File: src/rtl/cussen_pkg.sv
// Shared constants and types for the repeat-aware vector-by-scalar multiplier.
// State encodings are plain localparams so older tools can consume them.
package cussen_pkg;

   localparam int unsigned DATA_W = 8;
   localparam int unsigned LANES  = 9;
   localparam int unsigned IDX_W  = 4;

   localparam logic [1:0] StCapture = 2'd0;
   localparam logic [1:0] StScan    = 2'd1;
   localparam logic [1:0] StMult    = 2'd2;
   localparam logic [1:0] StWrite   = 2'd3;

   typedef logic [DATA_W-1:0]            data_t;
   typedef logic [IDX_W-1:0]             idx_t;
   typedef logic [LANES-1:0][DATA_W-1:0] lane_vec_t;
   typedef logic [LANES-1:0][IDX_W-1:0]  ptr_vec_t;

endpackage

File: src/rtl/cussen_dedup_scan.sv
// Builds the table of distinct lane values, one lane per enabled cycle, and
// records for every lane which table entry holds its value.
module cussen_dedup_scan
   import cussen_pkg::*;
(
   input  logic      clk,
   input  logic      rst_n,
   input  logic      clear_i,
   input  logic      scan_en_i,
   input  idx_t      lane_i,
   input  data_t     value_i,
   output lane_vec_t uniq_o,
   output ptr_vec_t  ptr_o,
   output idx_t      count_o
);

   lane_vec_t uniq_q;
   ptr_vec_t  ptr_q;
   idx_t      count_q;
   logic      hit;
   idx_t      hit_idx;

   // Lowest matching entry wins; only entries below count are valid.
   always_comb begin
      hit     = 1'b0;
      hit_idx = '0;
      for (int k = 0; k < LANES; k++) begin
         if (!hit && (idx_t'(k) < count_q) && (uniq_q[k] == value_i)) begin
            hit     = 1'b1;
            hit_idx = idx_t'(k);
         end
      end
   end

   always_ff @(posedge clk or negedge rst_n) begin
      if (!rst_n) begin
         uniq_q  <= '0;
         ptr_q   <= '0;
         count_q <= '0;
      end else if (clear_i) begin
         count_q <= '0;
      end else if (scan_en_i) begin
         if (hit) begin
            ptr_q[lane_i] <= hit_idx;
         end else begin
            uniq_q[count_q] <= value_i;
            ptr_q[lane_i]   <= count_q;
            count_q         <= count_q + 1'b1;
         end
      end
   end

   assign uniq_o  = uniq_q;
   assign ptr_o   = ptr_q;
   assign count_o = count_q;

endmodule

File: src/rtl/cussen_repeat.sv
// Nine-lane vector-by-scalar multiplier that multiplies each distinct lane
// value once through a single shared multiplier, then fans results out.
module cussen_repeat
   import cussen_pkg::*;
(
   input  logic              clk,
   input  logic              rst_n,
   input  logic [DATA_W-1:0] in1,
   input  logic [DATA_W-1:0] in2,
   input  logic [DATA_W-1:0] in3,
   input  logic [DATA_W-1:0] in4,
   input  logic [DATA_W-1:0] in5,
   input  logic [DATA_W-1:0] in6,
   input  logic [DATA_W-1:0] in7,
   input  logic [DATA_W-1:0] in8,
   input  logic [DATA_W-1:0] in9,
   input  logic [DATA_W-1:0] scalar,
   output logic [DATA_W-1:0] out1,
   output logic [DATA_W-1:0] out2,
   output logic [DATA_W-1:0] out3,
   output logic [DATA_W-1:0] out4,
   output logic [DATA_W-1:0] out5,
   output logic [DATA_W-1:0] out6,
   output logic [DATA_W-1:0] out7,
   output logic [DATA_W-1:0] out8,
   output logic [DATA_W-1:0] out9,
   output logic [DATA_W-1:0] product,
   output logic [IDX_W-1:0]  unique_count
);

   logic [1:0] state_q, state_d;
   idx_t       idx_q, idx_d;
   lane_vec_t  snap_q, res_q, out_q;
   data_t      scalar_q, product_q;
   idx_t       ucount_q;
   lane_vec_t  uniq;
   ptr_vec_t   ptr;
   idx_t       count;
   data_t      mult_res;

   cussen_dedup_scan u_scan (
      .clk       (clk),
      .rst_n     (rst_n),
      .clear_i   (state_q == StCapture),
      .scan_en_i (state_q == StScan),
      .lane_i    (idx_q),
      .value_i   (snap_q[idx_q]),
      .uniq_o    (uniq),
      .ptr_o     (ptr),
      .count_o   (count)
   );

   // Results are kept modulo 256, so an 8-bit product is exactly what is needed.
   assign mult_res = uniq[idx_q] * scalar_q;

   always_comb begin
      state_d = state_q;
      idx_d   = idx_q;
      unique case (state_q)
         StCapture: begin
            state_d = StScan;
            idx_d   = '0;
         end
         StScan: begin
            if (idx_q == idx_t'(LANES - 1)) begin
               state_d = StMult;
               idx_d   = '0;
            end else begin
               idx_d = idx_q + 1'b1;
            end
         end
         StMult: begin
            if (idx_q == count - 1'b1) begin
               state_d = StWrite;
            end else begin
               idx_d = idx_q + 1'b1;
            end
         end
         StWrite: state_d = StCapture;
         default: state_d = StCapture;
      endcase
   end

   always_ff @(posedge clk or negedge rst_n) begin
      if (!rst_n) begin
         state_q   <= StCapture;
         idx_q     <= '0;
         snap_q    <= '0;
         scalar_q  <= '0;
         res_q     <= '0;
         out_q     <= '0;
         product_q <= '0;
         ucount_q  <= '0;
      end else begin
         state_q <= state_d;
         idx_q   <= idx_d;
         if (state_q == StCapture) begin
            snap_q   <= {in9, in8, in7, in6, in5, in4, in3, in2, in1};
            scalar_q <= scalar;
         end
         if (state_q == StMult) begin
            res_q[idx_q] <= mult_res;
            product_q    <= mult_res;
         end
         if (state_q == StWrite) begin
            for (int n = 0; n < LANES; n++) begin
               out_q[n] <= res_q[ptr[n]];
            end
            ucount_q <= count;
         end
      end
   end

   assign out1         = out_q[0];
   assign out2         = out_q[1];
   assign out3         = out_q[2];
   assign out4         = out_q[3];
   assign out5         = out_q[4];
   assign out6         = out_q[5];
   assign out7         = out_q[6];
   assign out8         = out_q[7];
   assign out9         = out_q[8];
   assign product      = product_q;
   assign unique_count = ucount_q;

endmodule

File: config.mk
export PLATFORM = sky130hd
export DESIGN_NAME = cussen_repeat
export DESIGN_NICKNAME = d
export VERILOG_FILES = /design/src/rtl/cussen_pkg.sv /design/src/rtl/cussen_dedup_scan.sv /design/src/rtl/cussen_repeat.sv
export SDC_FILE = /design/constraint.sdc
export NUM_CORES = 1
export LEC_CHECK = 0
export CAP_MARGIN = 20
export CELL_PAD_IN_SITES_DETAIL_PLACEMENT = 0
export CELL_PAD_IN_SITES_GLOBAL_PLACEMENT = 1
export CORE_MARGIN = 2
export CORE_UTILIZATION = 52
export DETAILED_ROUTE_END_ITERATION = 10
export PLACE_DENSITY = 0.85
export SYNTH_ARGS = -nofsm -noshare
export SYNTH_HDL_FRONTEND = slang
export SYNTH_SLANG_ARGS = --single-unit
File: constraint.sdc
create_clock -name clk -period 12.7 [get_ports clk]
set_clock_uncertainty 0.05 [all_clocks]
set_input_delay 1.905 -clock clk [delete_from_list [all_inputs] [get_ports clk]]
set_output_delay 1.905 -clock clk [all_outputs]
set_load 0.02 [all_outputs]
---- Word-level counts from Yosys, hierarchy flattened ----
Index checks and enable logic that the tools add are counted.
Widths: inputs -> output; s select.
operators by class
  add/subtract/negate cells ............... 3
  multipliers ............................. 1
  div/mod/pow operators ................... 0
  magnitude comparators ................... 22
  equal/unequal tests ..................... 18
  shift-type cells ........................ 0
  muxes and demuxes ....................... 59
  bitwise gates (word level) .............. 2
  reduce and logical (&&, ||, !) cells .... 35
operator list
  operator             number
  $bmux 8 s4           11
  $bwmux 72            2
  $mux 8               13
  $bwmux 36            2
  $eq 8x8->1           9
  $demux 8 s4          2
  $lt 4x5->1 const B   11
  $mux 36              1
  $mux 4               7
  $logic_and 1x1->1    19
  $demux 4 s4          1
  $lt 3x4->1 const A   4
  $mux 3               4
  $pmux 4 s3           1
  $mux 1               10
  $add 4x1->4 const B  2
  $ge 4x1->1 const B   2
  $logic_not 1->1      8
  $lt 1x4->1 const A   2
  $lt 2x4->1 const A   2
  $mul 8x8->8          1
  $mux 2               4
  $pmux 2 s4           1
  $reduce_and 2->1     4
  13 further kinds     17
word-level totals
  flip-flop bits (word level) ............. 354
  latch bits .............................. 0
  bits in writable memories ............... 0
  memory bits (read-only) ................. 0
  input bits .............................. 82
  output and inout bits ................... 84
  memories kept ........................... 0

---- Depth between registers and ports, before layout ----
  depth after elaboration ................. 40
  depth in mapped cells ................... 26
  depth with buffers taken out ............ 22

---- Modules after synthesis ----
From an unflattened synthesis, not the netlist that was laid out.
second synthesis, totals
  cell total of the unflattened synthesis .. 1887
  area total of the unflattened synthesis .. 21854.7 µm²
modules (own cells, without submodules)
  module             instances  cells each  area an instance (µm²)  sequential area each (µm²)
  cussen_repeat      1          1435        16148.0                 6055.8
  cussen_dedup_scan  1          452         5706.7                  2802.7

---- Least setup slack after synthesis ----
OpenSTA, ideal clock, no wires.
  path type ............................... register to register
  start point ............................. register idx_q[2]
  end point ............................... register res_q[71] in the netlist's numbering
  arrival ................................. 5.206 ns
  setup slack ............................. 7.300 ns
  stages on the path, launching flop included .. 26
  path buffers ............................ 5
  clock period less this slack ............ 5.400 ns
  cell sequence ........................... dfrtp_1 -> buf_6 -> buf_6 -> buf_6 -> clkbuf_1 -> clkbuf_1 -> mux4_2 -> a21oi_1 -> a21oi_1 -> and2_1 -> fa_1 -> inv_1 -> fa_1 -> inv_1 -> ha_1 -> inv_1 -> fa_1 -> inv_1 -> ha_1 -> a21o_1 -> a21oi_1 -> xnor2_1 -> xnor2_1 -> xnor2_1 -> xnor2_1 -> o21ai_0
on the way
  word-level cells in the longest chain between the ends .. 5
  elaborated cells between the ends (all ways) .. 9
  those cells by class .................... mul (1); order compare (2); mux (5); reduce/logical (1)
RTL lines
  element                                                              line                  RTL
  start: declaration                                                   cussen_repeat.sv:32   idx_t idx_q, idx_d;
  start signal: assignment                                             cussen_repeat.sv:96   idx_q <= idx_d;
  parallel branches: the longest is 4 deep, another holds $mul 8x8->8  -
  $bwmux 72 (*)                                                        cussen_repeat.sv:102  res_q[idx_q] <= mult_res;
  end signal: indexed assignment                                       cussen_repeat.sv:102
  end: declaration                                                     cussen_repeat.sv:33   lane_vec_t snap_q, res_q, out_q;
Every way passes the cells marked *. The select of a mux whose other input is x is not followed.
A chain may end at the register's enable or synchronous reset.

---- Final worst setup path ----
  start point ............................. register idx_q[3]
  end point ............................... register res_q[71] in the netlist's numbering
Same word-level chain as after synthesis.

==> metrics <==
CTS-repair resized insts 0; wire per inst 24.62 µm; combinational family with the most area after synthesis multiplexers; die area 43500 µm²; MaxCap Viol Count 0; Distinct cells, synth 64; Syn Std Cell Area 21760 µm²; Crit. End Element register; Async S/R FF share, synth 100.0%; smallest hold slack 453.1 ps; Reg-to-Reg Start idx_q[3]; CTS clk-pin slew, worst paths 60 ps; via count of the routed design 16009; Clock Sinks 354; Clk Latency, worst-skew pair 570 ps; LEAKAGE 0.01048 µW; yosys warns 0; Synth Area in Simple Gates 9.356%; top-area cell type share of the netlist area 40.71%; main flop type after synthesis dfrtp_1; starting DRC count in detailed routing 1440; top cell type by total area after synthesis dfrtp_1; setup tns final 0 ps; largest net degree at the start of global routing 103; die height 208.6 µm; I/O Buffers 165; Final Hold Vio Count 0; ranking of synthesized cells by area dfrtp_1 41%, mux4_2 16%, mux2_2 9.4%, mux2i_1 4.9%, a21oi_1 4.4%; synthesized flop and latch total 354; HP Class register to register; multiplexer share of the synthesized area 31.75%; cts hold-fix bufs 0; # diodes 0; Top-Level Pins 166; status complete, no violations; share of layout cells above drive strength 1 24.11%; CTS tree built; Post CTS Setup Buffer Count 0; syn_area_per_cell 11.56 µm²; CTS buffer count 41; global placement routability congestion 0.9346; fmax 155.6 MHz; vias per cell 6.325; period utilization 50.59%; initial core utilization 52.93%; Startpoint Class register; Max IR drop VDD 0.4064 mV; R2R cell count 23; buffer levels on the longest clock path 3; XOR/XNOR Fraction of Synth Area 3.657%; Routed WL 62320 µm; Synth Area in Adders 2.714%; core area 41110 µm²; crit path DAT 6790 ps; vias in the first global route 16123; WP data required 13070 ps; Crit Path Category register to register; setup slack, reg-to-reg 6270 ps; Post-synth EDFFs 0; number of H-tree levels 2; initial antenna violation count 0; PD cells 314.8 nW/µm²; Commonest cells post-synth 354 x dfrtp_1, 193 x a21oi_1, 182 x mux2_2; chip width 208.6 µm; total grt overflow 0; syn_nets 2004; most common cell in the synthesized netlist dfrtp_1; RSZ-0062 raised after global routing false; Antenna Violating Nets Remaining 0; sequential share of the synthesized area 40.71%; Compound-Gate Fraction of Synth Area 7.809%; RR Endpoint res_q[71]; critical path capture point res_q[71]; max-slew violation count 0; DRC 0; DR pass1 iterations 5; placed wire-length estimate 43880 µm; relative slew slack 33.77%; Crit Path Max Fanout 27; Least-Margin Pin Slew 993.5 ps; CP startpoint idx_q[3]; Overall Global Routing Usage 29.03%; Final setup viols 0; total power 7936 µW; first-pass GRT wire length 96580 µm; crit path time final 6425 ps; root buffer cell clkbuf_16; Layout area overhead 15.85%; num rows 74; fin nets 2093; Cells after Synth 1882
## state kept, by name, summed over array words and instances (netlist names), 36 cells and up
name / flops
u_scan.uniq_o: 72
res_q: 72
u_scan.ptr_o: 36
snap_q: 72
## layout by cell type, fill, tap and decap left out, drive strengths merged, types with 2 or more instances in the layout
master         Yosys  layout
dfrtp            354     354
mux2             206     206
a21oi            194     194
nor2             168     168
clkdlybuf4s50      0     164
mux4             153     153
nand2            123     123
mux2i            106     106
o21ai             95      95
xnor2             75      75
clkbuf            75      60
inv               51      53
ha                28      28
nand3             27      27
buf               72      26
and2              25      25
xor2              15      15
fa                12      12
nor4b             12      12
and3b             11      11
nand4             10      10
nor4               9       9
nor3               8       8
a221oi             7       7
and3               7       7
clkinv             1       7
a221o              6       6
and4               6       6
nor2b              5       5
bufinv             0       4
a21o               3       3
o22ai              2       2
o31ai              2       2
nand2b             2       2
clkinvlp           0       2
## how the worst min path moves through the flow
| stage | from | to | slack (ps) | depth (start not counted) |
|---|---|---|---|---|
| floorplan | snap_q[4] | snap_q[4] | 420 | 1 |
| global placement | snap_q[9] | snap_q[9] | 430 | 1 |
| detailed placement | snap_q[11] | snap_q[11] | 440 | 1 |
| CTS | snap_q[11] | snap_q[11] | 450 | 1 |
| global route | snap_q[34] | snap_q[34] | 470 | 1 |
| finish | snap_q[54] | snap_q[54] | 450 | 1 |
## kinds of logic (layout without fill, tap and decap cells)
kind of cell             Yosys count  count (layout)
adder cells (fa/ha/maj)           40              40
AO/OA/AOI/OAI                    315             315
flip-flops                       354             354
multiplexers                     465             465
AND/OR/NAND/NOR                  419             419
buffers and inverters            199             316
XOR/XNOR                          90              90
## critical path: stages (launching register included)
cell and delay (ps):
dfrtp_1 750, nor2b_1 710, buf_4 330, nand2_1 70
o21ai_0 70, a21oi_1 80, a21oi_1 580, and2_1 230
fa_1 170, inv_1 50, fa_1 470, inv_1 40
ha_1 260, inv_1 50, fa_1 470, inv_1 40
ha_1 310, a21o_1 170, a21oi_1 160, xnor2_1 150
xnor2_1 150, xnor2_1 100, xnor2_1 620, o21ai_0 200
## where the power goes
| part | internal (µW) | switching [µW] |
|---|---|---|
| clock network | 735 | 482 |
| logic | 2050 | 2400 |
| registers | 1610 | 660 |
| total | 4400 | 3540 |
## metal layers
layer,GRT usage [%],share of wire [%],vias up
met2,48.52,49,767
met5,0,0,-
met3,4.996,7.2,216
li1,-,-,7020
met1,36.08,38,8006
met4,15.96,6.0,0
## layout make-up
cell class | instances | area (µm²)
clock buffer | 57 | 1189
clock inverter | 14 | 188.9
fill | 3383 | 15900
inverter | 52 | 195.2
multi-input combinational | 1329 | 12060
sequential | 354 | 8861
tap | 532 | 665.6
timing repair buffer | 193 | 2047
## per-stage QoR
| step | area (µm²) | cells | setup slack, ps | utilization, % |
|---|---|---|---|---|
| floorplan | 21760 | 1882 | 7300 | - |
| global placement | 23550 | 2446 | 6445 | 57.27 |
| detailed placement | 23570 | 2447 | 6333 | 57.34 |
| CTS | 24950 | 2518 | 6297 | 60.69 |
| global route | 25210 | 2531 | 5751 | 61.32 |
| finish | 25210 | 2531 | 6275 | 61.32 |
Note: power is estimated with default switching activity, not from simulation.
